==> config.mk <==
export PLATFORM = sky130hd
export DESIGN_NAME = msf_frame_sequencer
export DESIGN_NICKNAME = d
export VERILOG_FILES = /design/src/rtl/msf_pkg.sv /design/src/rtl/msf_frame_sequencer.sv
export SDC_FILE = /design/constraint.sdc
export NUM_CORES = 1
export LEC_CHECK = 0
export CORE_MARGIN = 2
export CORE_UTILIZATION = 51
export CTS_CLUSTER_DIAMETER = 60
export CTS_CLUSTER_SIZE = 30
export DETAILED_ROUTE_END_ITERATION = 7
export GPL_ROUTABILITY_DRIVEN = 0
export MAX_ROUTING_LAYER = met4
export PLACE_DENSITY_LB_ADDON = 0.15
export RECOVER_POWER = 25
export SLEW_MARGIN = 0
export SYNTH_ARGS = -nofsm -noshare
export SYNTH_HDL_FRONTEND = slang
export SYNTH_SLANG_ARGS = --single-unit
==> constraint.sdc <==
create_clock -name clk_i -period 2.6 [get_ports clk_i]
set_input_delay 0.52 -clock clk_i [delete_from_list [all_inputs] [get_ports clk_i]]
set_output_delay 0.52 -clock clk_i [all_outputs]
set_load 0.02 [all_outputs]
==> src/rtl/msf_pkg.sv <==
// Shared types and constants for the MSF one-minute frame sequencer.
// Field positions are A-bit second indices, MSB first.
package msf_pkg;

  typedef enum logic [1:0] {
    ST_HUNT    = 2'd0,
    ST_RECEIVE = 2'd1,
    ST_CHECK   = 2'd2
  } state_e;

  localparam int unsigned SEC_LAST = 59;

  // A bits are kept from the year field up to the last marker bit.
  localparam int unsigned A_FIRST = 17;
  // B53 feeds no field or check here, so only B54..B58 are kept.
  localparam int unsigned B_FIRST = 54;
  localparam int unsigned B_LAST  = 58;

  localparam int unsigned YEAR_POS  = 17;
  localparam int unsigned YEAR_W    = 8;
  localparam int unsigned MONTH_POS = 25;
  localparam int unsigned MONTH_W   = 5;
  localparam int unsigned DAY_POS   = 30;
  localparam int unsigned DAY_W     = 6;
  localparam int unsigned WDAY_POS  = 36;
  localparam int unsigned WDAY_W    = 3;
  localparam int unsigned HOUR_POS  = 39;
  localparam int unsigned HOUR_W    = 6;
  localparam int unsigned MIN_POS   = 45;
  localparam int unsigned MIN_W     = 7;
  localparam int unsigned MARK_POS  = 52;
  localparam int unsigned MARK_W    = 8;

  localparam int unsigned PAR_YEAR_SEC = 54;
  localparam int unsigned PAR_DATE_SEC = 55;
  localparam int unsigned PAR_WDAY_SEC = 56;
  localparam int unsigned PAR_TIME_SEC = 57;
  localparam int unsigned BST_SEC      = 58;

  localparam logic [7:0] MARKER = 8'b0111_1110;

  // True when data plus its parity bit hold an odd number of ones.
  function automatic logic odd_parity(input logic [15:0] v);
    return ^v;
  endfunction

endpackage

==> src/rtl/msf_frame_sequencer.sv <==
// Collects one minute of MSF A/B bits between minute markers, validates the
// marker and parity groups, and loads the BCD time/date registers on success.
module msf_frame_sequencer #(
  parameter int unsigned SEC_LAST = msf_pkg::SEC_LAST
) (
  input  logic       clk_i,
  input  logic       rst_ni,
  input  logic       bit_valid_i,
  input  logic       bit_a_i,
  input  logic       bit_b_i,
  input  logic       minute_mark_i,
  output logic [7:0] year_o,
  output logic [4:0] month_o,
  output logic [5:0] day_o,
  output logic [2:0] weekday_o,
  output logic [5:0] hour_o,
  output logic [6:0] minute_o,
  output logic       bst_o,
  output logic       time_valid_o,
  output logic       frame_load_o,
  output logic       sync_o,
  output logic       error_o
);
  import msf_pkg::*;

  state_e                   state_q;
  logic [5:0]               sec_cnt_q;
  logic [SEC_LAST:A_FIRST]  a_q;
  logic [B_LAST:B_FIRST]    b_q;
  logic                     chk_pend_q;
  logic                     err_hold_q;

  logic [7:0] year_q;
  logic [4:0] month_q;
  logic [5:0] day_q;
  logic [2:0] weekday_q;
  logic [5:0] hour_q;
  logic [6:0] minute_q;
  logic       bst_q;
  logic       time_valid_q;
  logic       frame_load_q;
  logic       error_q;

  logic [5:0] sec_inc_d;
  logic       at_last_d;
  logic       strobe_err_d;
  logic [7:0] year_d;
  logic [4:0] month_d;
  logic [5:0] day_d;
  logic [2:0] weekday_d;
  logic [5:0] hour_d;
  logic [6:0] minute_d;
  logic [7:0] marker_d;
  logic       frame_ok_d;

  assign sec_inc_d = sec_cnt_q + 6'd1;
  assign at_last_d = (sec_cnt_q == 6'(SEC_LAST));

  // Short frame (early marker) or overlong frame (bit after the last second).
  assign strobe_err_d = (state_q == ST_RECEIVE) &&
                        (minute_mark_i ? !at_last_d : (bit_valid_i && at_last_d));

  always_comb begin
    year_d    = '0;
    month_d   = '0;
    day_d     = '0;
    weekday_d = '0;
    hour_d    = '0;
    minute_d  = '0;
    marker_d  = '0;
    for (int unsigned i = 0; i < YEAR_W; i++)  year_d[YEAR_W-1-i]     = a_q[YEAR_POS+i];
    for (int unsigned i = 0; i < MONTH_W; i++) month_d[MONTH_W-1-i]   = a_q[MONTH_POS+i];
    for (int unsigned i = 0; i < DAY_W; i++)   day_d[DAY_W-1-i]       = a_q[DAY_POS+i];
    for (int unsigned i = 0; i < WDAY_W; i++)  weekday_d[WDAY_W-1-i]  = a_q[WDAY_POS+i];
    for (int unsigned i = 0; i < HOUR_W; i++)  hour_d[HOUR_W-1-i]     = a_q[HOUR_POS+i];
    for (int unsigned i = 0; i < MIN_W; i++)   minute_d[MIN_W-1-i]    = a_q[MIN_POS+i];
    for (int unsigned i = 0; i < MARK_W; i++)  marker_d[MARK_W-1-i]   = a_q[MARK_POS+i];
  end

  assign frame_ok_d = (marker_d == MARKER) &&
                      odd_parity(16'({year_d, b_q[PAR_YEAR_SEC]})) &&
                      odd_parity(16'({month_d, day_d, b_q[PAR_DATE_SEC]})) &&
                      odd_parity(16'({weekday_d, b_q[PAR_WDAY_SEC]})) &&
                      odd_parity(16'({hour_d, minute_d, b_q[PAR_TIME_SEC]}));

  always_ff @(posedge clk_i) begin
    if (!rst_ni) begin
      state_q      <= ST_HUNT;
      sec_cnt_q    <= '0;
      a_q          <= '0;
      b_q          <= '0;
      chk_pend_q   <= 1'b0;
      err_hold_q   <= 1'b0;
      year_q       <= '0;
      month_q      <= '0;
      day_q        <= '0;
      weekday_q    <= '0;
      hour_q       <= '0;
      minute_q     <= '0;
      bst_q        <= 1'b0;
      time_valid_q <= 1'b0;
      frame_load_q <= 1'b0;
      error_q      <= 1'b0;
    end else begin
      chk_pend_q   <= 1'b0;
      frame_load_q <= 1'b0;

      // The verdict is taken the cycle after CHECK; only seconds >= 17 are
      // stored, so a strobe accepted meanwhile cannot disturb the frame.
      if (chk_pend_q && frame_ok_d) begin
        year_q       <= year_d;
        month_q      <= month_d;
        day_q        <= day_d;
        weekday_q    <= weekday_d;
        hour_q       <= hour_d;
        minute_q     <= minute_d;
        bst_q        <= b_q[BST_SEC];
        time_valid_q <= 1'b1;
        frame_load_q <= 1'b1;
        error_q      <= 1'b0;
        // A coincident strobe error is deferred so the pulses never overlap.
        err_hold_q   <= strobe_err_d;
      end else begin
        error_q    <= err_hold_q | strobe_err_d | chk_pend_q;
        err_hold_q <= 1'b0;
      end

      case (state_q)
        ST_HUNT: begin
          if (minute_mark_i) begin
            state_q   <= ST_RECEIVE;
            sec_cnt_q <= '0;
          end
        end
        ST_RECEIVE: begin
          if (minute_mark_i) begin
            sec_cnt_q <= '0;
            if (at_last_d) state_q <= ST_CHECK;
          end else if (bit_valid_i) begin
            if (at_last_d) begin
              state_q   <= ST_HUNT;
              sec_cnt_q <= '0;
            end else begin
              sec_cnt_q <= sec_inc_d;
              for (int unsigned i = A_FIRST; i <= SEC_LAST; i++)
                if (sec_inc_d == 6'(i)) a_q[i] <= bit_a_i;
              for (int unsigned i = B_FIRST; i <= B_LAST; i++)
                if (sec_inc_d == 6'(i)) b_q[i] <= bit_b_i;
            end
          end
        end
        ST_CHECK: begin
          state_q    <= ST_RECEIVE;
          sec_cnt_q  <= '0;
          chk_pend_q <= 1'b1;
        end
        default: begin
          state_q   <= ST_HUNT;
          sec_cnt_q <= '0;
        end
      endcase
    end
  end

  assign year_o       = year_q;
  assign month_o      = month_q;
  assign day_o        = day_q;
  assign weekday_o    = weekday_q;
  assign hour_o       = hour_q;
  assign minute_o     = minute_q;
  assign bst_o        = bst_q;
  assign time_valid_o = time_valid_q;
  assign frame_load_o = frame_load_q;
  assign error_o      = error_q;
  assign sync_o       = (state_q != ST_HUNT);

endmodule

==> results.ini <==
[clock_tree]
ctsResizeCount = 0
cts_made_buffers = 9
clk_latency_ns = 0.37
clk_pin_slew_ns = 0.10
tritoncts = yes
htreeDepth = 3
post_cts_buffers = 0
hold_buffers = 0
cts_sinks = 97
clockBufferDepth = 2
root_buffer = clkbuf_8

[global_route]
grt_pass1_vias = 3706
grt_max_degree = 79
track_usage_pct = 24.88
grt_pass1_wl_um = 19220
antenna_found_initial = 0
grt.overflow.total = 0

[power_and_ir_drop]
power.total_mw = 2.539
p_leak_nw = 1.894
power.density_nw_per_um2 = 461.7
ir_worst_vdd_v = 0.0002208

[logic_synthesis]
yosysSeqAreaShare_pct = 41.12
synth_top_area_share_pct = 41.12
synth-edff-count = 0
synth_top_flop_cell = dfxtp_1
synth.distinct_cells = 50
syn_nets = 549
syn_inst = 538
synthArstFlopShare_pct = 0
synth_area_um2 = 4722
synth.avg_cell_area_um2 = 8.777
yosysTopAreaCell = dfxtp_1
ys_seq_elements = 97
yosys_warnings = 0
synth_area_leaders = dfxtp_1, mux2i_1, nand2_1, a21oi_1, xnor2_1

[drt]
wl_per_cell_um = 17.01
viasPerCell = 5.863
drt_wl_total_um = 11750
dr.pass1.iters = 5
drt_iter0_markers = 370
drc = 0
num_vias = 4051
ant_nets = 0

[timing]
worstMarginPinSlew_ns = 1.374
period_minus_slack_ns = 2.359
fin_worst_skew_ns = 0.01247
finalHoldViolations = 0
rsz0062_at_grt = no
fin_crit_sh_pct = 90.72
finalSetupViolCount = 0
finalSetupTns_ns = 0
fmax_mhz = 424.0
relSlewSlack_pct = 8.416
finalMaxSlewViolations = 0

[flow_run]
maxCapViolCount = 0

[floorplan]
core-area_um2 = 9109
io_pins = 46
num_rows = 35
initial_utilization_pct = 51.84
die_area_um2 = 10050
dieHeight_um = 100.2
die_w_um = 100.2

[final_layout]
syn_to_final_growth_pct = 16.45
nets = 586
fin_util_pct = 60.37
antenna_cells = 0
most-common-layout-cells = dfxtp_1, nand2_1, mux2i_1, a21oi_1, dlygate4sd3_1
final_common_cell = dfxtp_1
layout-drive-gt1-share_pct = 7.759

[critical_path]
r2r_slack_ns = 0.24
critPathMaxFanout = 38
worst_r2r_path_depth = 6
crit_arrival_ns = 2.65
critPathLaunchType = flop
required_ns = 2.89
r2r-end = bst_o
critical_path_class = flop to flop
rr_startpoint = a_q[44]
cp-end-kind = flop

[min_path]
holdPathStages = 2
hp-class = flop to flop
min_to = year_o[4]
min-delay-start = year_o[4]

[placed_design]
port-buffer-count = 45
place_hpwl_um = 8409

[run_status]
outcome = finished, final reports clean

## through the flow
stage                     area, µm²  instances  hold WS, ns  setup slack, ns
after detailed placement       5315        675       0.4465          0.01227
after floorplan                4722        538       0.4374           0.4759
after global routing           5499        691       0.4828           0.1019
final                          5499        691       0.4567           0.2414
after global placement         5315        675       0.4408          0.04927
after CTS                      5503        691       0.4625           0.2319
## worst max-delay path, cell delays in order (launching register included)
cell and delay (ns):
dfxtp_1 0.43, xnor2_1 0.14, xnor3_1 0.40, xnor3_1 0.42, nor4_4 0.33, buf_12 0.30
mux2i_1 0.25
## synthesized netlist by cell type (all sizes together), types with 2 or more instances
cell type / count
and2: 2
xnor3: 4
a31oi: 2
mux2i: 55
o211a: 5
xor2: 4
and3: 4
o32a: 4
o21a: 3
o21ai: 31
o32ai: 3
clkbuf: 34
o31a: 2
buf: 7
dfxtp: 97
or3: 2
a211oi: 9
a21boi: 2
o211ai: 4
nand2: 82
nor4: 2
nor2: 29
nand4: 27
nand2b: 5
o31ai: 4
nand4b: 3
ha: 5
inv: 6
xnor2: 23
a21oi: 42
nand3: 12
or2: 4
nor4bb: 2
nor2b: 3
nor3: 6
## flip-flops by register name (all words and copies together), names as in the netlist
signal and flops:
frame_load_o 1, time_valid_o 1, weekday_o 3, err_hold_q 1
state_q 2, error_o 1, hour_o 6, sec_cnt_q 6
bst_o 1, b_q 5, minute_o 7, day_o 6
chk_pend_q 1, month_o 5, a_q 43, year_o 8
## cell families after synthesis
group | count (synthesis) | share of synthesized area, %
simple gates | 188 | 19.48
flops | 97 | 41.12
mux | 55 | 11.66
buf+inv | 47 | 4.451
fa+ha+maj | 5 | 1.325
compound gates | 115 | 15.05
xor+xnor | 31 | 6.916
## power by group
group          internal [mW]  leakage, nW  switching [mW]
Clock                  0.388       0.0952           0.568
Combinational         0.0285         1.02          0.0656
Sequential              1.49        0.781         0.00184
## cell type report
class                      count  area (µm²)
clock buffer                  10       137.6
clock inverter                 6       50.05
fill                         850        3610
inverter                       6       22.52
multi-input combinational    394        2576
sequential                    97        1942
tap                          111       138.9
timing repair buffer          67       631.9
## routing by layer
| metal | wire length (µm) | track usage, % |
|---|---|---|
| met4 | 187 | 7.587 |
| met5 | 0 | - |
| met1 | 5680 | 35.39 |
| met3 | 597 | 2.786 |
| met2 | 5286 | 37.33 |
## worst max-delay path by stage
stage	start	end	slack (ns)	cells past startpoint
after floorplan	a_q[44]	hour_o[0]	0.48	7
after global placement	bit_valid_i	a_q[47]	0.05	7
after detailed placement	bit_valid_i	a_q[31]	0.01	7
after CTS	a_q[44]	bst_o	0.23	6
after global routing	a_q[44]	minute_o[2]	0.10	6
final	a_q[44]	bst_o	0.24	6
No activity file was read; power rests on OpenSTA's default activity.
==> edit 1: new RTL, same flow settings <==
`B_FIRST`: 54 -> 27.
--- a/src/rtl/msf_pkg.sv
+++ b/src/rtl/msf_pkg.sv
@@ -15,3 +15,3 @@
   // B53 feeds no field or check here, so only B54..B58 are kept.
-  localparam int unsigned B_FIRST = 54;
+  localparam int unsigned B_FIRST = 27;
   localparam int unsigned B_LAST  = 58;
Function: kept (equiv_simple and equiv_induct, registers matched by name and starting in step).
==> edit 1 against the original RTL <==
  * Clock power up 29%
  * Area after synthesis up 0.16%
  * Power up 11%
  * Largest power group unchanged
  * Hold slack worse by 0.00094 ns
  * Final area up 0.23%
  * Sequential cell count unchanged
  * Worst setup slack worse by 0.041 ns
  * Wire length down 4.3%
  * The run now ends with capacitance limit, slew limit left
==> edit 1: results (changes against the original RTL) <==
** Status
- Run status :: finished with violations
- Violations in the final reports :: capacitance limit, slew limit

** Placed design
- Pre-CTS setup slack :: 0.0558 ns (+0.0435 ns)
- Post-detail-place hpwl :: 7780 um (-7.5%)
- The number of placed cells counting well taps is 670 (-0.74%).

** Global route
- The global-route usage over all layers is 23.8% (-1.1 points).
- The pin count of the biggest net entering global routing is 52 (-34%).
- Wire length of the first global-routing pass :: 18400 um (-4.4%)
- Met1 Usage GRT :: 33.0% (-2.4 points)

** Synthesis
- Share of the yosys chip area belonging to registers :: 41.1% (-0.065 points)
- Leading cell types by total area after synthesis :: sky130_fd_sc_hd__dfxtp_1, sky130_fd_sc_hd__mux2i_1, sky130_fd_sc_hd__nand2_1
- Ranked by instance count, the synthesized netlist is headed by sky130_fd_sc_hd__dfxtp_1, sky130_fd_sc_hd__nand2_1, sky130_fd_sc_hd__mux2i_1, sky130_fd_sc_hd__a21oi_1, sky130_fd_sc_hd__clkbuf_1.
- The count of different cell masters after synthesis is 51 (+2.0%).

** Job
- The count of maximum capacitance violations is 1 (+1).

** Setup path
- Arrival time of the worst setup path :: 2.66 ns (about the same)
- Grouping stages by cell kind, the critical path spends the most delay in flip-flops.
- Reg2Reg Setup Slack :: 0.20 ns (-0.04 ns)
- The largest fanout on the critical path was 11 (-71%).
- In this run the critical register-to-register path is captured at a_q[45].

** Min path
- The worst hold path begins at day_o[1].
- Terminating pin of the worst hold path :: day_o[1]

** Layout
- The final instance area was 5510 um2 (+0.23%).
- # nets final :: 581 (-0.85%)
- The share of post-route cells with drive strength above 1 is 6.78% (-0.98 points).

** Drt
- Average routed wire per standard cell :: 16.4 um (-3.6%)
- The number of vias per cell was 5.84 (-0.41%).
- The amount of wire on met2 after detailed routing is 5040 um (-4.7%).
- The detailed route wirelength on metal3 is 482 um (-19%).
- Number of design-rule violations left by the first detailed-router iteration :: 245 (-34%)

** Pwr
- Peak supply drop :: 0.266 mV (+20%)

** STA
- Fin. max-slew vios :: 47 (+47)
- The transition time at the pin with the least slew margin is 1.80 ns (+0.431 ns).
## edit 1: kinds of logic after synthesis
| logic type | share of synthesized area (%) |
|---|---|
| AOI/OAI and AO/OA | 14.9 |
| xor gates and xnor gates | 6.90 |
| adders and majority gates | 1.32 |
| buffers and inverters | 4.37 |
| DFF | 41.1 |
| muxes | 11.6 |
| and+or+nand+nor | 19.8 |
## edit 1: report_power, final
part | internal [uW] | leakage, uW | switching (uW)
Sequential | 1490 | 0.000781 | 3.08
Clock | 671 | 0.000127 | 556
Combinational | 24.9 | 0.000985 | 63.6
Total | 2180 | 0.00189 | 623
## edit 1: layout make-up
cell class,instances,area (um2)
multi-input cells,395,2580
inverters,6,22.5
clock buffers,10,138
clock inverters,6,113
well taps,111,139
fillers,796,3600
flip-flops and latches,97,1940
repair buffers,61,574
## edit 1: timing repair
item	CTS	global route
endpoints found under the hold margin	0	0
setup endpoints to repair	0	6
hold buffers	0	0
gates resized for setup	0	1
==> edit 2: new RTL, same flow settings <==
Without the edit above. The 3 states of `state_e` get a one-hot encoding in 3 bits.
--- a/src/rtl/msf_pkg.sv
+++ b/src/rtl/msf_pkg.sv
@@ -4,6 +4,6 @@
 
-  typedef enum logic [1:0] {
-    ST_HUNT    = 2'd0,
-    ST_RECEIVE = 2'd1,
-    ST_CHECK   = 2'd2
+  typedef enum logic [2:0] {
+    ST_HUNT    = 3'b001,
+    ST_RECEIVE = 3'b010,
+    ST_CHECK   = 3'b100
   } state_e;
Function: no difference found for any inputs over 10 cycles, from zero or initial values and one cycle with rst_ni low; not proved beyond that.
==> edit 2 against the original RTL <==
  * Sequential cell count up 1
  * Wire length up 1.9%
  * Final area up 0.91%
  * Area after synthesis up 0.26%
  * Largest power group unchanged
  * Power up 6.1%
  * Worst setup slack worse by 0.0050 ns
  * Cell count up 1.6%
  * Largest cell class unchanged
  * Critical path type unchanged
  * Global-route usage up 0.36 points
==> edit 2: results (changes against the original RTL) <==
** Status
- The flow ran to the end, and the final reports show no timing, DRC or antenna violations.

** Drt
- The length of routed wiring on met1 came to 5510 um (-3.0%).
- Number of design-rule violations left by the first detailed-router iteration :: 465 (+26%)
- The detailed route wirelength on metal3 is 811 um (+36%).
- The amount of wire on met2 after detailed routing came to 5390 um (+2.0%).
- The number of vias per cell is 6.03 (+2.9%).
- Total wire length after detailed routing :: 12000 um (+1.9%)

** Global route
- Number of global-route vias before repair :: 3829 (+3.3%)
- The pin count of the biggest net entering global routing was 78 (-1.3%).
- The met2 routing resource usage after global routing was 38.5% (+1.2 points).
- The global-route met1 utilization is 34.6% (-0.79 points).
- The first-pass GRT wire length came to 19600 um (+2.0%).
- Overall fraction of global-route tracks in use :: 25.2% (+0.36 points)

** Synthesis
- The average footprint of a synthesized cell was 8.64 um2 (-1.6%).
- Portion of netlist area occupied by mux cells :: 9.09% (-2.6 points)
- The post-synthesis share of cell area spent on full adders, half adders and majority gates was 1.32% (-0.0035 points).
- The xor-xnor portion of the synthesized cell area came to 7.24% (+0.33 points).
- Synthesized-area fraction occupied by ao, oa, aoi and oai cells :: 15.6% (+0.57 points)
- Leading post-synthesis cells by instance count :: sky130_fd_sc_hd__dfxtp_1, sky130_fd_sc_hd__nand2_1, sky130_fd_sc_hd__a21oi_1, sky130_fd_sc_hd__mux2i_1, sky130_fd_sc_hd__clkbuf_1
- Leading cell types by total area after synthesis :: sky130_fd_sc_hd__dfxtp_1, sky130_fd_sc_hd__mux2i_1, sky130_fd_sc_hd__nand2_1
- The post-synthesis instance area came to 4730 um2 (+0.26%).
- Share of the yosys chip area belonging to registers :: 41.4% (+0.31 points)
- Net Count, Synth :: 559 (+1.8%)

** Layout
- The sequential cell area was 1960 um2 (+1.0%).
- Multi-input gate area in the final layout :: 2560 um2 (-0.68%)
- The multi-input combinational cell count is 398 (+1.0%).
- Number of flip-flops in the largest register :: 43 (unchanged)
- The fraction of area in non-clock buffers came to 11.4% (-0.059 points).
- # nets final :: 598 (+2.0%)
- The fill cell instance count of the final layout was 806 (-5.2%).
- The non-clock inverter total of the final layout came to 11 (+5).
- The share of post-route cells with drive strength above 1 is 8.12% (+0.36 points).

** STA
- The final worst clock skew is 0.0118 ns (-0.000716 ns).
- The transition time at the pin with the least slew margin is 1.37 ns (-0.00451 ns).

** Setup path
- Arrival time of the worst setup path :: 2.57 ns (-0.08 ns)
- Launching instance or port of the critical path :: sec_cnt_q[0]
- Maximum fanout encountered on the critical timing path :: 17 (-55%)
- Critical Path End :: a_q[58]

** Placed design
- Instance area at placement :: 5330 um2 (+0.24%)
- Post-detail-place hpwl :: 8210 um (-2.4%)
- The count of buffers inserted at the top-level ports was 45 (unchanged).
- Number of cells after detailed placement :: 687 (+1.8%)

** CTS
- The number of clock sinks is 98 (+1.0%).
- Clock slew at reported path FFs :: 0.10 ns (about the same)

** Pwr
- The standby leakage power was 0.00196 uW (+3.5%).
- Peak supply drop :: 0.326 mV (+48%)

** Min path
- The worst hold path terminates at day_o[4].
[edit 2: stage by stage]
step | worst slack, ns | utilization [%] | hold WS (ns)
after floorplan | 0.562 | - | 0.438
after global placement | 0.166 | 58.5 | 0.442
after detailed placement | 0.115 | 58.5 | 0.447
after CTS | 0.0874 | 60.8 | 0.461
after global routing | 0.0310 | 60.9 | 0.478
final | 0.236 | 60.9 | 0.455
[edit 2: power by group]
part	internal, uW	leakage, uW	switching [uW]
Combinational	27.3	0.00106	69.4
Clock	541	0.000106	549
Sequential	1500	0.000789	4.98
Total	2070	0.00196	624
[edit 2: worst max-delay path: stages (launching register included)]
cell	delay (ns)
sky130_fd_sc_hd__dfxtp_1	0.50
sky130_fd_sc_hd__nand3_1	0.22
sky130_fd_sc_hd__or3_1	0.43
sky130_fd_sc_hd__buf_4	0.17
sky130_fd_sc_hd__a21bo_1	0.42
sky130_fd_sc_hd__o31ai_1	0.34
sky130_fd_sc_hd__a21oi_1	0.11
